## config.mk

```make
export PLATFORM = sky130hd
export DESIGN_NAME = usb_command_decoder
export DESIGN_NICKNAME = d
export VERILOG_FILES = /design/src/rtl/controller_cmd_pkg.sv /design/src/rtl/cmd_param_regfile.sv /design/src/rtl/usb_command_decoder.sv
export SDC_FILE = /design/constraint.sdc
export NUM_CORES = 1
export LEC_CHECK = 0
export BUFFER_PORTS_ARGS = -buffer_cell sky130_fd_sc_hd__buf_2
export CAP_MARGIN = 20
export CORE_AREA = 2 2 123 125
export CTS_CLUSTER_SIZE = 12
export DETAILED_ROUTE_END_ITERATION = 12
export DIE_AREA = 0 0 125 127
export SLEW_MARGIN = 40
export SYNTH_ARGS = -nofsm -noshare
export SYNTH_HDL_FRONTEND = slang
export SYNTH_SLANG_ARGS = --single-unit
```

## constraint.sdc

```tcl
create_clock -name Clk -period 2.2 [get_ports Clk]
set_input_delay 0.33 -clock Clk [delete_from_list [all_inputs] [get_ports Clk]]
set_output_delay 0.33 -clock Clk [all_outputs]
set_load 0.03 [all_outputs]
```

## src/rtl/controller_cmd_pkg.sv

```systemverilog
// Shared definitions for the USB command decoder: FSM states, command
// address map and parameter register reset values.
package controller_cmd_pkg;

  typedef enum logic [1:0] {
    IDLE     = 2'd0,
    HDR_WAIT = 2'd1,
    PAY_IDLE = 2'd2,
    PAY_WAIT = 2'd3
  } cmdState_t;

  // Single-word command addresses (header bit15 = 0)
  localparam logic [6:0] SW_MODE_SELECT     = 7'h00;
  localparam logic [6:0] SW_CHANNEL_MASK    = 7'h01;
  localparam logic [6:0] SW_DISCRI_MASK     = 7'h02;
  localparam logic [6:0] SW_CTEST_CHANNEL   = 7'h03;
  localparam logic [6:0] SW_SINGLE_TEST_CHN = 7'h04;
  localparam logic [6:0] SW_LEVEL_CTRL      = 7'h05;
  localparam logic [6:0] SW_ACQ_START_STOP  = 7'h06;
  localparam logic [6:0] SW_PULSE           = 7'h07;

  // Two-word command addresses (header bit15 = 1)
  localparam logic [6:0] TW_DAC0        = 7'h00;
  localparam logic [6:0] TW_DAC1        = 7'h01;
  localparam logic [6:0] TW_DAC2        = 7'h02;
  localparam logic [6:0] TW_START_DAC   = 7'h03;
  localparam logic [6:0] TW_END_DAC     = 7'h04;
  localparam logic [6:0] TW_MAX_PACKAGE = 7'h05;
  localparam logic [6:0] TW_CPT_MAX     = 7'h06;
  localparam logic [6:0] TW_COUNTER_MAX = 7'h07;

  localparam logic [1:0]  RST_MODE_SELECT     = 2'b00;
  localparam logic [9:0]  RST_DAC             = 10'd0;
  localparam logic [6:0]  RST_CHANNEL_MASK    = 7'h7F;
  localparam logic [1:0]  RST_DISCRI_MASK     = 2'b00;
  localparam logic [6:0]  RST_CTEST_CHANNEL   = 7'h00;
  localparam logic [5:0]  RST_SINGLE_TEST_CHN = 6'd0;
  localparam logic        RST_SC_OR_READREG   = 1'b1;
  localparam logic        RST_LEVEL           = 1'b0;
  localparam logic [15:0] RST_WORD16          = 16'h0000;
  localparam logic [15:0] RST_CPT_MAX         = 16'hFFFF;

  function automatic logic cmdAddrKnown(input logic twoWord, input logic [6:0] addr);
    if (twoWord) return (addr <= TW_COUNTER_MAX);
    return (addr <= SW_PULSE);
  endfunction

endpackage

```

## src/rtl/cmd_param_regfile.sv

```systemverilog
// Parameter register file: decodes write strobes from the command FSM into
// level registers, one-cycle pulses, the error pulse and the command counter.
module cmd_param_regfile
  import controller_cmd_pkg::*;
(
  input  logic        Clk,
  input  logic        reset_n,
  input  logic        wrEn,
  input  logic        wrTwoWord,
  input  logic [6:0]  wrAddr,
  input  logic [15:0] wrData,
  output logic [1:0]  ModeSelect,
  output logic [9:0]  Microroc10bitDAC0,
  output logic [9:0]  Microroc10bitDAC1,
  output logic [9:0]  Microroc10bitDAC2,
  output logic [6:0]  MicrorocChannelMask,
  output logic [1:0]  MicrorocDiscriMask,
  output logic [6:0]  MicrorocCTestChannel,
  output logic        SC_or_Readreg,
  output logic        TrigEffi_or_CountEffi,
  output logic        Single_or_64Chn,
  output logic        CTest_or_Input,
  output logic        AcqStartStop,
  output logic [5:0]  SingleTestChannel,
  output logic [9:0]  StartDAC,
  output logic [9:0]  EndDAC,
  output logic [15:0] MaxPackageNumber,
  output logic [15:0] CPT_MAX,
  output logic [15:0] CounterMAX,
  output logic        SCParameterLoad,
  output logic        SweepStart,
  output logic        CmdError,
  output logic [15:0] CmdCount
);

  always_ff @(posedge Clk) begin
    if (!reset_n) begin
      ModeSelect            <= RST_MODE_SELECT;
      Microroc10bitDAC0     <= RST_DAC;
      Microroc10bitDAC1     <= RST_DAC;
      Microroc10bitDAC2     <= RST_DAC;
      MicrorocChannelMask   <= RST_CHANNEL_MASK;
      MicrorocDiscriMask    <= RST_DISCRI_MASK;
      MicrorocCTestChannel  <= RST_CTEST_CHANNEL;
      SC_or_Readreg         <= RST_SC_OR_READREG;
      TrigEffi_or_CountEffi <= RST_LEVEL;
      Single_or_64Chn       <= RST_LEVEL;
      CTest_or_Input        <= RST_LEVEL;
      AcqStartStop          <= RST_LEVEL;
      SingleTestChannel     <= RST_SINGLE_TEST_CHN;
      StartDAC              <= RST_DAC;
      EndDAC                <= RST_DAC;
      MaxPackageNumber      <= RST_WORD16;
      CPT_MAX               <= RST_CPT_MAX;
      CounterMAX            <= RST_WORD16;
      SCParameterLoad       <= RST_LEVEL;
      SweepStart            <= RST_LEVEL;
      CmdError              <= RST_LEVEL;
      CmdCount              <= RST_WORD16;
    end else begin
      // Pulses fall back to zero unless re-armed by this cycle's write
      SCParameterLoad <= 1'b0;
      SweepStart      <= 1'b0;
      CmdError        <= 1'b0;
      if (wrEn) begin
        if (!wrTwoWord) begin
          case (wrAddr)
            SW_MODE_SELECT:     ModeSelect           <= wrData[1:0];
            SW_CHANNEL_MASK:    MicrorocChannelMask  <= wrData[6:0];
            SW_DISCRI_MASK:     MicrorocDiscriMask   <= wrData[1:0];
            SW_CTEST_CHANNEL:   MicrorocCTestChannel <= wrData[6:0];
            SW_SINGLE_TEST_CHN: SingleTestChannel    <= wrData[5:0];
            SW_LEVEL_CTRL: begin
              SC_or_Readreg         <= wrData[0];
              TrigEffi_or_CountEffi <= wrData[1];
              Single_or_64Chn       <= wrData[2];
              CTest_or_Input        <= wrData[3];
            end
            SW_ACQ_START_STOP:  AcqStartStop <= wrData[0];
            SW_PULSE: begin
              SCParameterLoad <= wrData[0];
              SweepStart      <= wrData[1];
            end
            default: ;
          endcase
        end else begin
          case (wrAddr)
            TW_DAC0:        Microroc10bitDAC0 <= wrData[9:0];
            TW_DAC1:        Microroc10bitDAC1 <= wrData[9:0];
            TW_DAC2:        Microroc10bitDAC2 <= wrData[9:0];
            TW_START_DAC:   StartDAC          <= wrData[9:0];
            TW_END_DAC:     EndDAC            <= wrData[9:0];
            TW_MAX_PACKAGE: MaxPackageNumber  <= wrData;
            TW_CPT_MAX:     CPT_MAX           <= wrData;
            TW_COUNTER_MAX: CounterMAX        <= wrData;
            default: ;
          endcase
        end
        if (cmdAddrKnown(wrTwoWord, wrAddr)) CmdCount <= CmdCount + 16'd1;
        else                                 CmdError <= 1'b1;
      end
    end
  end

endmodule

```

## src/rtl/usb_command_decoder.sv

```systemverilog
// Host command decoder: pulls one- or two-word commands from the command FIFO
// and forwards decoded writes to the parameter register file.
//   state    | meaning
//   IDLE     | waiting for a header word; pops it when the FIFO has data
//   HDR_WAIT | header on CmdFifoData; execute single-word or latch address
//   PAY_IDLE | header latched; waiting for the payload word
//   PAY_WAIT | payload on CmdFifoData; execute two-word command
module usb_command_decoder
  import controller_cmd_pkg::*;
(
  input  logic        Clk,
  input  logic        reset_n,
  input  logic        CmdFifoEmpty,
  output logic        CmdFifoRdEn,
  input  logic [15:0] CmdFifoData,
  output logic [1:0]  ModeSelect,
  output logic [9:0]  Microroc10bitDAC0,
  output logic [9:0]  Microroc10bitDAC1,
  output logic [9:0]  Microroc10bitDAC2,
  output logic [6:0]  MicrorocChannelMask,
  output logic [1:0]  MicrorocDiscriMask,
  output logic [6:0]  MicrorocCTestChannel,
  output logic        SC_or_Readreg,
  output logic        TrigEffi_or_CountEffi,
  output logic        Single_or_64Chn,
  output logic        CTest_or_Input,
  output logic        AcqStartStop,
  output logic [5:0]  SingleTestChannel,
  output logic [9:0]  StartDAC,
  output logic [9:0]  EndDAC,
  output logic [15:0] MaxPackageNumber,
  output logic [15:0] CPT_MAX,
  output logic [15:0] CounterMAX,
  output logic        SCParameterLoad,
  output logic        SweepStart,
  output logic        CmdError,
  output logic [15:0] CmdCount
);

  cmdState_t   state, nextState;
  logic [6:0]  hdrAddr;
  logic        rdEn;
  logic        wrEn;
  logic        wrTwoWord;
  logic [6:0]  wrAddr;
  logic [15:0] wrData;

  always_ff @(posedge Clk) begin
    if (!reset_n) begin
      state   <= IDLE;
      hdrAddr <= 7'd0;
    end else begin
      state <= nextState;
      if (state == HDR_WAIT && CmdFifoData[15]) hdrAddr <= CmdFifoData[14:8];
    end
  end

  always_comb begin
    nextState = state;
    rdEn      = 1'b0;
    wrEn      = 1'b0;
    wrTwoWord = 1'b0;
    wrAddr    = CmdFifoData[14:8];
    wrData    = {8'h00, CmdFifoData[7:0]};
    case (state)
      IDLE: begin
        if (!CmdFifoEmpty) begin
          rdEn      = 1'b1;
          nextState = HDR_WAIT;
        end
      end
      HDR_WAIT: begin
        if (CmdFifoData[15]) begin
          nextState = PAY_IDLE;
        end else begin
          wrEn      = 1'b1;
          nextState = IDLE;
        end
      end
      PAY_IDLE: begin
        if (!CmdFifoEmpty) begin
          rdEn      = 1'b1;
          nextState = PAY_WAIT;
        end
      end
      PAY_WAIT: begin
        wrEn      = 1'b1;
        wrTwoWord = 1'b1;
        wrAddr    = hdrAddr;
        wrData    = CmdFifoData;
        nextState = IDLE;
      end
      default: nextState = IDLE;
    endcase
  end

  // Reset is synchronous, so gate the strobe directly to keep the FIFO quiet
  assign CmdFifoRdEn = rdEn & reset_n;

  cmd_param_regfile uRegfile (
    .Clk                   (Clk),
    .reset_n               (reset_n),
    .wrEn                  (wrEn),
    .wrTwoWord             (wrTwoWord),
    .wrAddr                (wrAddr),
    .wrData                (wrData),
    .ModeSelect            (ModeSelect),
    .Microroc10bitDAC0     (Microroc10bitDAC0),
    .Microroc10bitDAC1     (Microroc10bitDAC1),
    .Microroc10bitDAC2     (Microroc10bitDAC2),
    .MicrorocChannelMask   (MicrorocChannelMask),
    .MicrorocDiscriMask    (MicrorocDiscriMask),
    .MicrorocCTestChannel  (MicrorocCTestChannel),
    .SC_or_Readreg         (SC_or_Readreg),
    .TrigEffi_or_CountEffi (TrigEffi_or_CountEffi),
    .Single_or_64Chn       (Single_or_64Chn),
    .CTest_or_Input        (CTest_or_Input),
    .AcqStartStop          (AcqStartStop),
    .SingleTestChannel     (SingleTestChannel),
    .StartDAC              (StartDAC),
    .EndDAC                (EndDAC),
    .MaxPackageNumber      (MaxPackageNumber),
    .CPT_MAX               (CPT_MAX),
    .CounterMAX            (CounterMAX),
    .SCParameterLoad       (SCParameterLoad),
    .SweepStart            (SweepStart),
    .CmdError              (CmdError),
    .CmdCount              (CmdCount)
  );

endmodule

```

==> results.ini <==
[routing]
routed_wl_um = 16200
final_antenna_net_count = 0
vias = 5115
via_per_inst = 5.24
drt_iter0_markers = 328
routedWlPerCell_um = 16.5
route.detailed.drc = 0
first_pass_iters = 5

[global_route]
grt_pass1_wl_um = 25700
antenna_found_initial = 0
grt-ovfl-total = 0
grtUsageTotal_pct = 20.4
grt_max_degree = 68
grt_pass1_vias = 4925

[worst_setup_path]
crit_buf_inv = 0
crit_path_max_incr_delay_ns = 0.70
reg2reg_depth = 4
crit_family = simple AND/OR/NAND/NOR gates
cp_max_fo = 20
start_kind = flip-flop
worstPathRequired_ns = 2.48
end_kind = flip-flop
critical_path_arrival_ns = 2.34
slowest_stage = or4_1
crit_chain = or4_4 > or4_1 > nand3_1 > o21ai_0
cp_num_cells = 4
worst-setup-path-type = reg -> reg

[floorplan]
rows = 44
pin_count = 166
core_region_area_sq_um = 14400
die_h_um = 127
dieArea_sq_um = 15900
dieWidth_um = 125
start_util_pct = 39.8

[hold_path]
hp-class = in -> reg
hold_depth = 2

[logic_synthesis]
avgSynthCellArea_sq_um = 9.15
synthFlopType = dfxtp_1
synth_cell_types = 40
async_reset_ff_share_pct = 0
synth_edf_count = 0
synth_cells = 627
ys_seq_area_share_pct = 54.1
synth_fp_nets = 647
syn_area_sq_um = 5740
synth-seq-cells = 155
ys.warnings.count = 0

[clock_network]
holdBufCountCts = 0
cts_resized = 0
h-tree-depth = 4
postCtsSetupRepairBufs = 0
cts_buffers = 17
cts.clk_slew.worst_paths_ns = 0.06
cts-root-buf = clkbuf_16
cts.sinks = 155
clockBufferDepth = 2
clock_latency_ns = 0.42
cts_tree = built

[final_layout]
multi_input_area_sq_um = 2430
fill_cells = 1370
layout.nets = 801
drive_gt1_share_pct = 27.1
n_antenna_cell = 0
syn2layout_area_growth_pct = 28.1
layout_commonest_cell = buf_2
regArea_sq_um = 3100
final_cell_mix = 164 x buf_2, 155 x dfxtp_1, 92 x nand3_1
final_cells = 977

[timing]
grt_setup_unrepaired = false
finalSetupViolations = 0
hold_viol = 0
clock_skew_ns = 0.00542
drv_slew = 0
min_period_ns = 2.06
period_share_pct = 93.7
setup_ws_ns = 0.139
max_freq_ghz = 0.485
finalSetupTns_ns = 0
tightest_slew_ns = 0.668
maxSlewHeadroom_pct = 55.5

[pwr]
p_leak_uw = 0.00333
power_density_nw_per_um2 = 829
vdd_drop_max_uv = 537

[place]
dp_cells = 946
place_hpwl_um = 11400
place_worst_setup_slack_ns = 0.142
portBuffers = 165
place_congestion = 0.810

[status]
status = completed

[flow_run]
drv_cap = 0

==> cells by family (layout without fill, tap and decap cells) <==
family                   after synthesis  after routing  share of synthesized area [%]
buffers and inverters                 49            215                           3.60
flip-flops                           155            155                           54.1
adder cells (fa/ha/maj)                1              1                          0.218
AO/OA/AOI/OAI                        113            113                           10.6
AND/OR/NAND/NOR                      259            259                           22.8
XOR/XNOR                               1              1                          0.153
multiplexers                          49             49                           8.55
==> sequential cells by signal, summed over array words and instances (netlist names), 16 cells and up, named ones only <==
name                       count
uRegfile.CPT_MAX              16
uRegfile.CounterMAX           16
uRegfile.CmdCount             16
uRegfile.MaxPackageNumber     16
==> routing by layer <==
metal | global-route usage (%) | vias up | wire [um]
met5 | 0 | - | 0
met4 | 6.99 | 0 | 303
met3 | 6.66 | 22 | 1110
met2 | 32.8 | 146 | 7470
met1 | 26.0 | 2430 | 7270
li1 | - | 2517 | -
==> synth_stat cells (all sizes together), types with 2 or more instances <==
master  instances  area, sq um
a21oi          23          115
inv             2         7.51
and4            3         26.3
nor3            2         10.0
nand3          92          460
clkbuf         33          124
buf            13         71.3
dfxtp         155         3100
and2            5         31.3
nor3b           2         20.0
nand3b          3         22.5
nor2           22         82.6
nand2          91          342
or4            12         97.6
mux2i          49          490
nor4            4         70.1
o31ai           8         60.1
or3             6         37.5
nand4          10         62.6
a211oi          2         15.0
nor2b           3         18.8
o21ai          75          375
==> final timing paths <==
path | slack [ns] | to | from
setup / recovery | 0.14 | uRegfile.StartDAC[6]$_SDFFE_PN0P_ | hdrAddr[6]$_SDFFE_PN0P_
hold / removal | 0.09 | state[0]$_SDFFE_PN0P_ | CmdFifoEmpty
setup reg to reg | 0.14 | uRegfile.StartDAC[6]$_SDFFE_PN0P_ | hdrAddr[6]$_SDFFE_PN0P_
hold reg to reg | 0.46 | uRegfile.MicrorocDiscriMask[0]$_SDFFE_PN0P_ | uRegfile.MicrorocDiscriMask[0]$_SDFFE_PN0P_
==> metrics by stage <==
step / power [uW] / area [sq um] / util (%) / hold WS [ns]
floorplan: 3010 / 5740 / - / 0.407
global placement: 3090 / 6740 / 46.7 / 0.442
detailed placement: 3100 / 6740 / 46.7 / 0.450
CTS: 6150 / 7350 / 51.0 / 0.0759
global route: 6290 / 7350 / 51.0 / 0.0955
finish: 6100 / 7350 / 51.0 / 0.0900
==> power breakdown <==
part	total (uW)	switching (uW)	leakage, uW	internal (uW)
combinational	208	155	0.00178	52.8
sequential	2830	11.8	0.00125	2820
clock	3060	1080	0.000300	1980
total	6100	1250	0.00333	4850
==> final cells by class <==
class | instances | area share (%)
clock inverters | 7 | 1.87
clock buffers | 24 | 6.55
inverters | 3 | 0.153
well taps | 184 | 3.13
flip-flops and latches | 155 | 42.2
multi-input cells | 423 | 33.0
repair buffers | 181 | 13.1
No activity file was read; power rests on OpenSTA's default activity.
